[config.mk]
export PLATFORM = sky130hd
export DESIGN_NAME = uart_receiver
export DESIGN_NICKNAME = d
export VERILOG_FILES = /design/src/rtl/uart_pkg.sv /design/src/rtl/uart_rx_sync.sv /design/src/rtl/uart_receiver.sv
export SDC_FILE = /design/constraint.sdc
export NUM_CORES = 1
export LEC_CHECK = 0
export ABC_AREA = 1
export CORE_ASPECT_RATIO = 2
export CORE_MARGIN = 2
export CORE_UTILIZATION = 60
export CTS_CLUSTER_SIZE = 28
export DETAILED_ROUTE_END_ITERATION = 6
export PLACE_DENSITY = 0.82
export SETUP_SLACK_MARGIN = 0.02
export SKIP_CTS_REPAIR_TIMING = 1
export SYNTH_ARGS = -nofsm -noshare
export SYNTH_HDL_FRONTEND = slang
export SYNTH_SLANG_ARGS = --single-unit
export TNS_END_PERCENT = 10
[constraint.sdc]
create_clock -name uart_ref_clk -period 2.3 [get_ports uart_ref_clk]
set_input_delay 0.575 -clock uart_ref_clk [delete_from_list [all_inputs] [get_ports uart_ref_clk]]
set_output_delay 0.575 -clock uart_ref_clk [all_outputs]
set_load 0.05 [all_outputs]
[src/rtl/uart_pkg.sv]
// Shared definitions for the UART receive path.
//   DATA_W          widest character the receiver holds
//   DATA_BITS_*     data_bits_sel encodings (5..8 data bits)
//   rx_state_e      receiver FSM states
//   last_data_idx() index of the final data bit for a data_bits_sel value
package uart_pkg;

    localparam int unsigned DATA_W = 8;

    localparam logic [1:0] DATA_BITS_5 = 2'b00;
    localparam logic [1:0] DATA_BITS_6 = 2'b01;
    localparam logic [1:0] DATA_BITS_7 = 2'b10;
    localparam logic [1:0] DATA_BITS_8 = 2'b11;

    typedef enum logic [2:0] {
        StIdle,
        StStart,
        StData,
        StParity,
        StStop
    } rx_state_e;

    function automatic logic [2:0] last_data_idx(input logic [1:0] sel);
        logic [2:0] idx;
        unique case (sel)
            DATA_BITS_5: idx = 3'd4;
            DATA_BITS_6: idx = 3'd5;
            DATA_BITS_7: idx = 3'd6;
            default:     idx = 3'd7;
        endcase
        return idx;
    endfunction

endpackage

[src/rtl/uart_rx_sync.sv]
// Multi-flop synchronizer for the asynchronous serial line.
//   uart_ref_clk  receive clock
//   rst_n         asynchronous active-low reset; flops reset to 1 (line idle)
//   rx_async      raw serial input
//   rx_sync       synchronized serial line, SYNC_STAGES cycles of latency
module uart_rx_sync #(
    parameter int unsigned SYNC_STAGES = 2
) (
    input  logic uart_ref_clk,
    input  logic rst_n,
    input  logic rx_async,
    output logic rx_sync
);

    logic [SYNC_STAGES-1:0] sync_q;

    always_ff @(posedge uart_ref_clk or negedge rst_n) begin
        if (!rst_n) begin
            sync_q <= '1;
        end else begin
            sync_q[0] <= rx_async;
            for (int i = 1; i < SYNC_STAGES; i++) begin
                sync_q[i] <= sync_q[i-1];
            end
        end
    end

    assign rx_sync = sync_q[SYNC_STAGES-1];

endmodule

[src/rtl/uart_receiver.sv]
// Oversampling UART receiver with configurable framing and a valid/ready output.
//   uart_ref_clk, rst_n          clock, asynchronous active-low reset
//   baud_tick                    one-cycle enable at OVERSAMPLE x baud
//   rx                           asynchronous serial line, idle high
//   data_bits_sel, parity_en,    frame format, latched at each start bit
//   parity_odd, stop2
//   rx_data, rx_valid, rx_ready  held character and handshake
//   parity_err, frame_err,       status of the held character
//   break_det
//   overrun_err                  one-cycle pulse when a finished character is dropped
module uart_receiver
    import uart_pkg::*;
#(
    parameter int unsigned OVERSAMPLE  = 16,
    parameter int unsigned SYNC_STAGES = 2
) (
    input  logic              uart_ref_clk,
    input  logic              rst_n,
    input  logic              baud_tick,
    input  logic              rx,
    input  logic [1:0]        data_bits_sel,
    input  logic              parity_en,
    input  logic              parity_odd,
    input  logic              stop2,
    output logic [DATA_W-1:0] rx_data,
    output logic              rx_valid,
    input  logic              rx_ready,
    output logic              parity_err,
    output logic              frame_err,
    output logic              break_det,
    output logic              overrun_err
);

    localparam int unsigned TickW = (OVERSAMPLE > 1) ? $clog2(OVERSAMPLE) : 1;
    localparam logic [TickW-1:0] TickMid  = TickW'(OVERSAMPLE / 2 - 1);
    localparam logic [TickW-1:0] TickLast = TickW'(OVERSAMPLE - 1);

    logic              rx_s;
    rx_state_e         state_q;
    logic [TickW-1:0]  tick_q;
    logic [2:0]        bit_q;
    logic [DATA_W-1:0] shreg_q;
    logic [1:0]        bits_sel_q;
    logic              par_en_q;
    logic              par_odd_q;
    logic              stop2_q;
    logic              par_flag_q;
    logic              frm_flag_q;
    logic              done_q;

    uart_rx_sync #(
        .SYNC_STAGES(SYNC_STAGES)
    ) u_rx_sync (
        .uart_ref_clk(uart_ref_clk),
        .rst_n       (rst_n),
        .rx_async    (rx),
        .rx_sync     (rx_s)
    );

    // Frame FSM. After the start-bit midpoint every later sample lands one full
    // bit period on, i.e. at mid-bit.
    always_ff @(posedge uart_ref_clk or negedge rst_n) begin
        if (!rst_n) begin
            state_q    <= StIdle;
            tick_q     <= '0;
            bit_q      <= '0;
            shreg_q    <= '0;
            bits_sel_q <= DATA_BITS_8;
            par_en_q   <= 1'b0;
            par_odd_q  <= 1'b0;
            stop2_q    <= 1'b0;
            par_flag_q <= 1'b0;
            frm_flag_q <= 1'b0;
            done_q     <= 1'b0;
        end else begin
            done_q <= 1'b0;
            if (baud_tick) begin
                unique case (state_q)
                    StIdle: begin
                        if (!rx_s) begin
                            state_q    <= StStart;
                            tick_q     <= '0;
                            bit_q      <= '0;
                            shreg_q    <= '0;
                            par_flag_q <= 1'b0;
                            frm_flag_q <= 1'b0;
                            bits_sel_q <= data_bits_sel;
                            par_en_q   <= parity_en;
                            par_odd_q  <= parity_odd;
                            stop2_q    <= stop2;
                        end
                    end
                    StStart: begin
                        if (tick_q == TickMid) begin
                            tick_q  <= '0;
                            // A line back high at mid-bit was a glitch.
                            state_q <= rx_s ? StIdle : StData;
                        end else begin
                            tick_q <= tick_q + TickW'(1);
                        end
                    end
                    StData: begin
                        if (tick_q == TickLast) begin
                            tick_q         <= '0;
                            shreg_q[bit_q] <= rx_s;
                            if (bit_q == last_data_idx(bits_sel_q)) begin
                                bit_q   <= '0;
                                state_q <= par_en_q ? StParity : StStop;
                            end else begin
                                bit_q <= bit_q + 3'd1;
                            end
                        end else begin
                            tick_q <= tick_q + TickW'(1);
                        end
                    end
                    StParity: begin
                        if (tick_q == TickLast) begin
                            tick_q     <= '0;
                            // Unused upper shreg bits are zero, so a full XOR is safe.
                            par_flag_q <= rx_s != ((^shreg_q) ^ par_odd_q);
                            state_q    <= StStop;
                        end else begin
                            tick_q <= tick_q + TickW'(1);
                        end
                    end
                    StStop: begin
                        if (tick_q == TickLast) begin
                            tick_q <= '0;
                            if (!rx_s) begin
                                frm_flag_q <= 1'b1;
                            end
                            if (stop2_q && (bit_q == 3'd0)) begin
                                bit_q <= 3'd1;
                            end else begin
                                // Leave at mid stop bit so a back-to-back start is seen.
                                bit_q   <= '0;
                                state_q <= StIdle;
                                done_q  <= 1'b1;
                            end
                        end else begin
                            tick_q <= tick_q + TickW'(1);
                        end
                    end
                    default: state_q <= StIdle;
                endcase
            end
        end
    end

    // Output holding register and handshake.
    always_ff @(posedge uart_ref_clk or negedge rst_n) begin
        if (!rst_n) begin
            rx_data     <= '0;
            rx_valid    <= 1'b0;
            parity_err  <= 1'b0;
            frame_err   <= 1'b0;
            break_det   <= 1'b0;
            overrun_err <= 1'b0;
        end else begin
            overrun_err <= 1'b0;
            if (done_q) begin
                if (!rx_valid || rx_ready) begin
                    rx_data    <= shreg_q;
                    rx_valid   <= 1'b1;
                    parity_err <= par_flag_q;
                    frame_err  <= frm_flag_q;
                    break_det  <= frm_flag_q && (shreg_q == '0);
                end else begin
                    overrun_err <= 1'b1;
                end
            end else if (rx_valid && rx_ready) begin
                rx_valid <= 1'b0;
            end
        end
    end

endmodule
**After elaboration in Yosys (flattened, before gate mapping)**

Cells that the tools add are included.

- Bits of input ports: 10
- Bits in registers: 41

- Reduce and logical (&&, ||, !) cells: 27
- Bitwise logic cells: 2
- Multiplexer cells: 45
- Magnitude comparators: 2
- Add/sub/neg operators: 2
- Equality and inequality tests: 19

Operators with widths:

| cell | number |
|---|---|
| $mux W3 | 15 |
| $mux W8 | 2 |
| $ne A2 B2 Y1 const B | 8 |
| $pmux W8 S2 | 1 |
| $mux W1 | 15 |
| $pmux W3 S5 | 1 |
| $mux W4 | 3 |
| $pmux W4 S3 | 1 |
| $reduce_and A5 Y1 | 2 |
| $pmux W3 S3 | 1 |
| $bwmux W8 | 1 |
| $logic_not A8 Y1 | 1 |
| $reduce_and A4 Y1 | 2 |
| $reduce_and A8 Y1 | 1 |
| $reduce_bool A2 Y1 | 4 |
| $reduce_xor A8 Y1 | 1 |
| $eq A3 B2 Y1 const B | 2 |
| $logic_not A3 Y1 | 2 |
| $pmux W2 S3 | 1 |
| $reduce_and A3 Y1 | 2 |
| $reduce_bool A3 Y1 | 2 |
| $add A4 B1 Y4 const B | 1 |
| $eq A4 B3 Y1 const B | 1 |
| $eq A4 B4 Y1 const B | 1 |
| other kinds (21) | 26 |

**Logic depth before layout (Yosys ltp)**

Gate-level depths: netlist (run 1).

- Depth in word-level cells: 9
- Depth in mapped cells: 10
- Depth with buffers taken out: 10

**By module**

Synthesis (run 1) repeated with hierarchy kept, for this count alone.

- Cell total of the unflattened synthesis: 278
- Area, all modules: 2,252.2 µm²

By module, submodules not included:

| module | times used | cells an instance | area each (µm²) |
|---|---|---|---|
| uart_receiver | 1 | 276 | 2,199.6 |
| uart_rx_sync | 1 | 2 | 52.6 |

**Worst setup path before layout (run 1)**

Ideal clock, no wire load.

- Kind: reg-to-reg
- From: register rx_valid
- To: register break_det
- Data arrival time: 1,312 ps
- Cell stages (with the launch flop): 7
- Path buffers: 1
- Path slack: 861 ps
- Path through: dfrtp_1 -> nand2_1 -> nand2_1 -> clkbuf_1 -> inv_1 -> nand2_1 -> o21ai_0

- Word-level cells in the longest chain between the ends: 3

RTL lines:

| element | line | text |
|---|---|---|
| from (decl) | uart_receiver.sv:26 | `output logic rx_valid,` |
| from (signal assigned) | uart_receiver.sv:154 | `rx_valid <= 1'b0;` |
| from (signal assigned) | uart_receiver.sv:164 | `rx_valid <= 1'b1;` |
| from (signal assigned) | uart_receiver.sv:172 | `rx_valid <= 1'b0;` |
| $logic_not A1 Y1 | uart_receiver.sv:162 | `if (!rx_valid \|\| rx_ready) begin` |
| $logic_or A1 B1 Y1 | uart_receiver.sv:162 |  |
| $reduce_and A2 Y1 (no line) | -- |  |
| to (signal assigned) | uart_receiver.sv:167 | `break_det <= frm_flag_q && (shreg_q == '0);` |
| to (decl) | uart_receiver.sv:30 | `output logic break_det,` |

Every way passes these cells.
A chain may end at the register's enable or synchronous reset.

**Worst setup path in the final report (run 1)**

- From: register rx_data[1]
- To: output port rx_data[1]

RTL lines:

| element | line | text |
|---|---|---|
| from (decl) | uart_receiver.sv:25 | `output logic [DATA_W-1:0] rx_data,` |
| from (signal assigned) | uart_receiver.sv:163 | `rx_data <= shreg_q;` |

No word-level cell between the ends.

==> impl_metrics.env, run 1 <==
export IMPL_synth_top_family_by_area="simple AND/OR/NAND/NOR gates"
export IMPL_required_ns=1.73
export IMPL_antenna_found_initial=0
export IMPL_io_buffers=22
export IMPL_yosysMostFrequentCell="nand2_1"
export IMPL_syn_num_nets=297
export IMPL_critPathLaunch="rx_data[1]"
export IMPL_critPathMaxFanout=2
export IMPL_grt_usage_pct=25.1
export IMPL_ys_seq_elements=41
export IMPL_avgSynthCellArea_um2=7.94
export IMPL_synthTopCellsByArea="dfrtp_1 (42%), nand2_1 (15%), inv_1 (5.1%)"
export IMPL_cts_clk_slew_worst_paths_ns=0.08
export IMPL_fin_util_pct=72.4
export IMPL_synth_compound_area_share_pct=8.67
export IMPL_synth_top_area_share_pct=41.6
export IMPL_synth_area_mux_share_pct=0
export IMPL_drtIter0Drc=57
export IMPL_num_io_pins=23
export IMPL_critPathKind="register to output pin"
export IMPL_final_setup_tns_ns=0
export IMPL_clk_path_buf_depth=2
export IMPL_rsz0062_at_grt="no"
export IMPL_cp_end_kind="output pin"
export IMPL_cp_slowest_cell="clkdlybuf4s50_1"
export IMPL_finalInstanceArea_um2=2580
export IMPL_fill_cells=311
export IMPL_clkLatencyLatePin_ns=0.29
export IMPL_arrival_ns=1.44
export IMPL_drive_above_1_share_pct=9.54
export IMPL_critPathLaunchType="register"
export IMPL_grt_first_pass_wirelength_um=7930
export IMPL_min_path_type="input port to asynchronous set/reset pin"
export IMPL_ant_nets=0
export IMPL_cts_tree="done"
export IMPL_areaGrowthSynthToFinish_pct=16.2
export IMPL_drt_first_pass_iters=4
export IMPL_worstPathCellList="clkdlybuf4s50_1"
export IMPL_dp_hpwl_um=3440
export IMPL_ir_drop_mv=0.827
export IMPL_synth_common_cells="nand2_1 (90), dfrtp_1 (37), inv_1 (30)"
export IMPL_synthSimpleGateAreaFrac_pct=30.6
export IMPL_max_clock_freq_mhz=496
export IMPL_cts_inserted_buffers=5
export IMPL_cts_num_sinks=41
export IMPL_syn_area_um2=2220
export IMPL_dpl_cell_area_um2=2480
export IMPL_cp_depth=1
export IMPL_outcome="finished clean"
export IMPL_synth_yosys_seq_area_share_pct=46.4
export IMPL_routed_wl_um=4440
export IMPL_core_um2=3570
export IMPL_chipHeight_um=90.1
export IMPL_synth_async_sr_flop_share_pct=100
export IMPL_ys_types=27
export IMPL_synth_edff_count=0
export IMPL_hold_viol_final=0
export IMPL_grt_max_degree=22
export IMPL_netlist_instances=280
export IMPL_antenna_cells=0
export IMPL_grt_pass1_vias=1843
export IMPL_route_detailed_drc=0
export IMPL_start_util_pct=62.3
export IMPL_crit_family="buffers and inverters"
export IMPL_synth_ff_type="dfrtp_1"
export IMPL_overflow=0
export IMPL_place_congestion=0.968
export IMPL_finalClockSkew_ns=0.00548
export IMPL_crit_buf_inv=1
export IMPL_tightestPinTransition_ns=0.546
export IMPL_dr_total_vias=1892
export IMPL_max_stage_delay_ns=0.80
export IMPL_ys_warn_count=0
export IMPL_slew_viol_final=0
export IMPL_finalCritPeriodShare_pct=87.7
export IMPL_wire_per_inst_um=12.6
export IMPL_leakagePower_nw=1.28
export IMPL_die_w_um=47.0
export IMPL_vias_per_cell=5.36
export IMPL_reg2reg_depth=10
export IMPL_crit_reg2reg_launch="bit_q[0]"
export IMPL_finalSetupViolCount=0
export IMPL_synth_largest_area_cell="dfrtp_1"
export IMPL_layout_min_cycle_time_ns=2.02
export IMPL_synthAdderAreaFrac_pct=3.94
export IMPL_maxSlewHeadroom_pct=63.4
export IMPL_h_tree_depth=2
export IMPL_die_area_um2=4240
export IMPL_synth_xor_area_share_pct=2.76
export IMPL_num_rows=31
export IMPL_p_per_area_nw_per_um2=923
export IMPL_num_nets_final=321
export IMPL_cts_root_buf="clkbuf_8"
export IMPL_cap_violations=0
layout make-up:
class / count / area (µm²) / area share (%)
Multi-Input combinational cell: 198 / 1020 / 39.5
Inverter: 35 / 131 / 5.08
Clock buffer: 5 / 68.8 / 2.66
Tap cell: 49 / 61.3 / 2.37
Timing Repair Buffer: 23 / 235 / 9.10
Clock inverter: 2 / 35.0 / 1.36
Sequential cell: 41 / 1030 / 39.9
metal layers:
metal	wire [µm]	up-vias	global-route usage (%)
met2	2460	46	44.1
met4	158	0	10.9
met1	1690	882	26.8
met3	123	13	5.02
met5	0	-	0
li1	-	951	-
state kept, by name, summed over array words and instances (netlist names), 2 cells and up:
register / cells
bit_q: 3
bits_sel_q: 2
rx_data: 8
shreg_q: 8
state_q: 3
tick_q: 4
u_rx_sync.sync_q: 2
power by group:
part           switching (mW)  total, mW  leakage, nW  internal [mW]
Clock                   0.240      0.555       0.0540          0.315
Combinational           0.576      0.861        0.676          0.286
Sequential              0.124      0.967        0.548          0.843
stage by stage:
step | total power, mW | worst slack [ns] | hold WS (ns) | cells
finish | 2.38 | 0.284 | 0.234 | 353
global route | 2.58 | 0.226 | 0.269 | 353
CTS | 2.39 | 0.274 | 0.250 | 353
detailed placement | 1.83 | 0.343 | 0.347 | 346
global placement | 1.81 | 0.403 | 0.346 | 346
floorplan | 1.65 | 0.861 | 0.279 | 280
final timing paths:
| check | end | slack (ns) |
|---|---|---|
| max in group asynchronous | tick_q[1] | 1.59 |
| hold / removal | shreg_q[0] | 0.23 |
| setup / recovery | rx_data[1] | 0.28 |
| min in group uart_ref_clk | u_rx_sync.sync_q[1] | 0.36 |
| setup reg to reg | state_q[2] | 0.60 |
| hold reg to reg | u_rx_sync.sync_q[1] | 0.36 |
logic make-up (layout without fill, tap and decap cells):
| family | Yosys count | after routing |
|---|---|---|
| AND/OR/NAND/NOR | 151 | 151 |
| flip-flops | 41 | 41 |
| buffers and inverters | 41 | 65 |
| AO/OA/AOI/OAI | 33 | 33 |
| adder cells (fa/ha/maj) | 7 | 7 |
| XOR/XNOR | 7 | 7 |
layout by cell type (no fill, tap or decap), drive strengths merged, types with 3 or more instances in the layout:
master	n
a21oi	4
clkbuf	5
nor3	7
nand4	12
dfrtp	37
xor2	4
clkdlybuf4s50	21
ha	7
nand2	91
inv	35
dfstp	4
nor2	23
nand3	15
o21ai	19
xnor2	3
o211ai	8
No activity file was read; power rests on OpenSTA's default activity.
==> inputs of run 2 (changes only) <==
--- a/config.mk
+++ b/config.mk
@@ -9,7 +9,7 @@
 export CORE_ASPECT_RATIO = 2
 export CORE_MARGIN = 2
 export CORE_UTILIZATION = 60
-export CTS_CLUSTER_SIZE = 28
+export CTS_CLUSTER_SIZE = 25
 export DETAILED_ROUTE_END_ITERATION = 6
 export PLACE_DENSITY = 0.82
 export SETUP_SLACK_MARGIN = 0.02
==> results of run 2 <==
The final DEF is identical to that of run 1; final timing and power are the same.
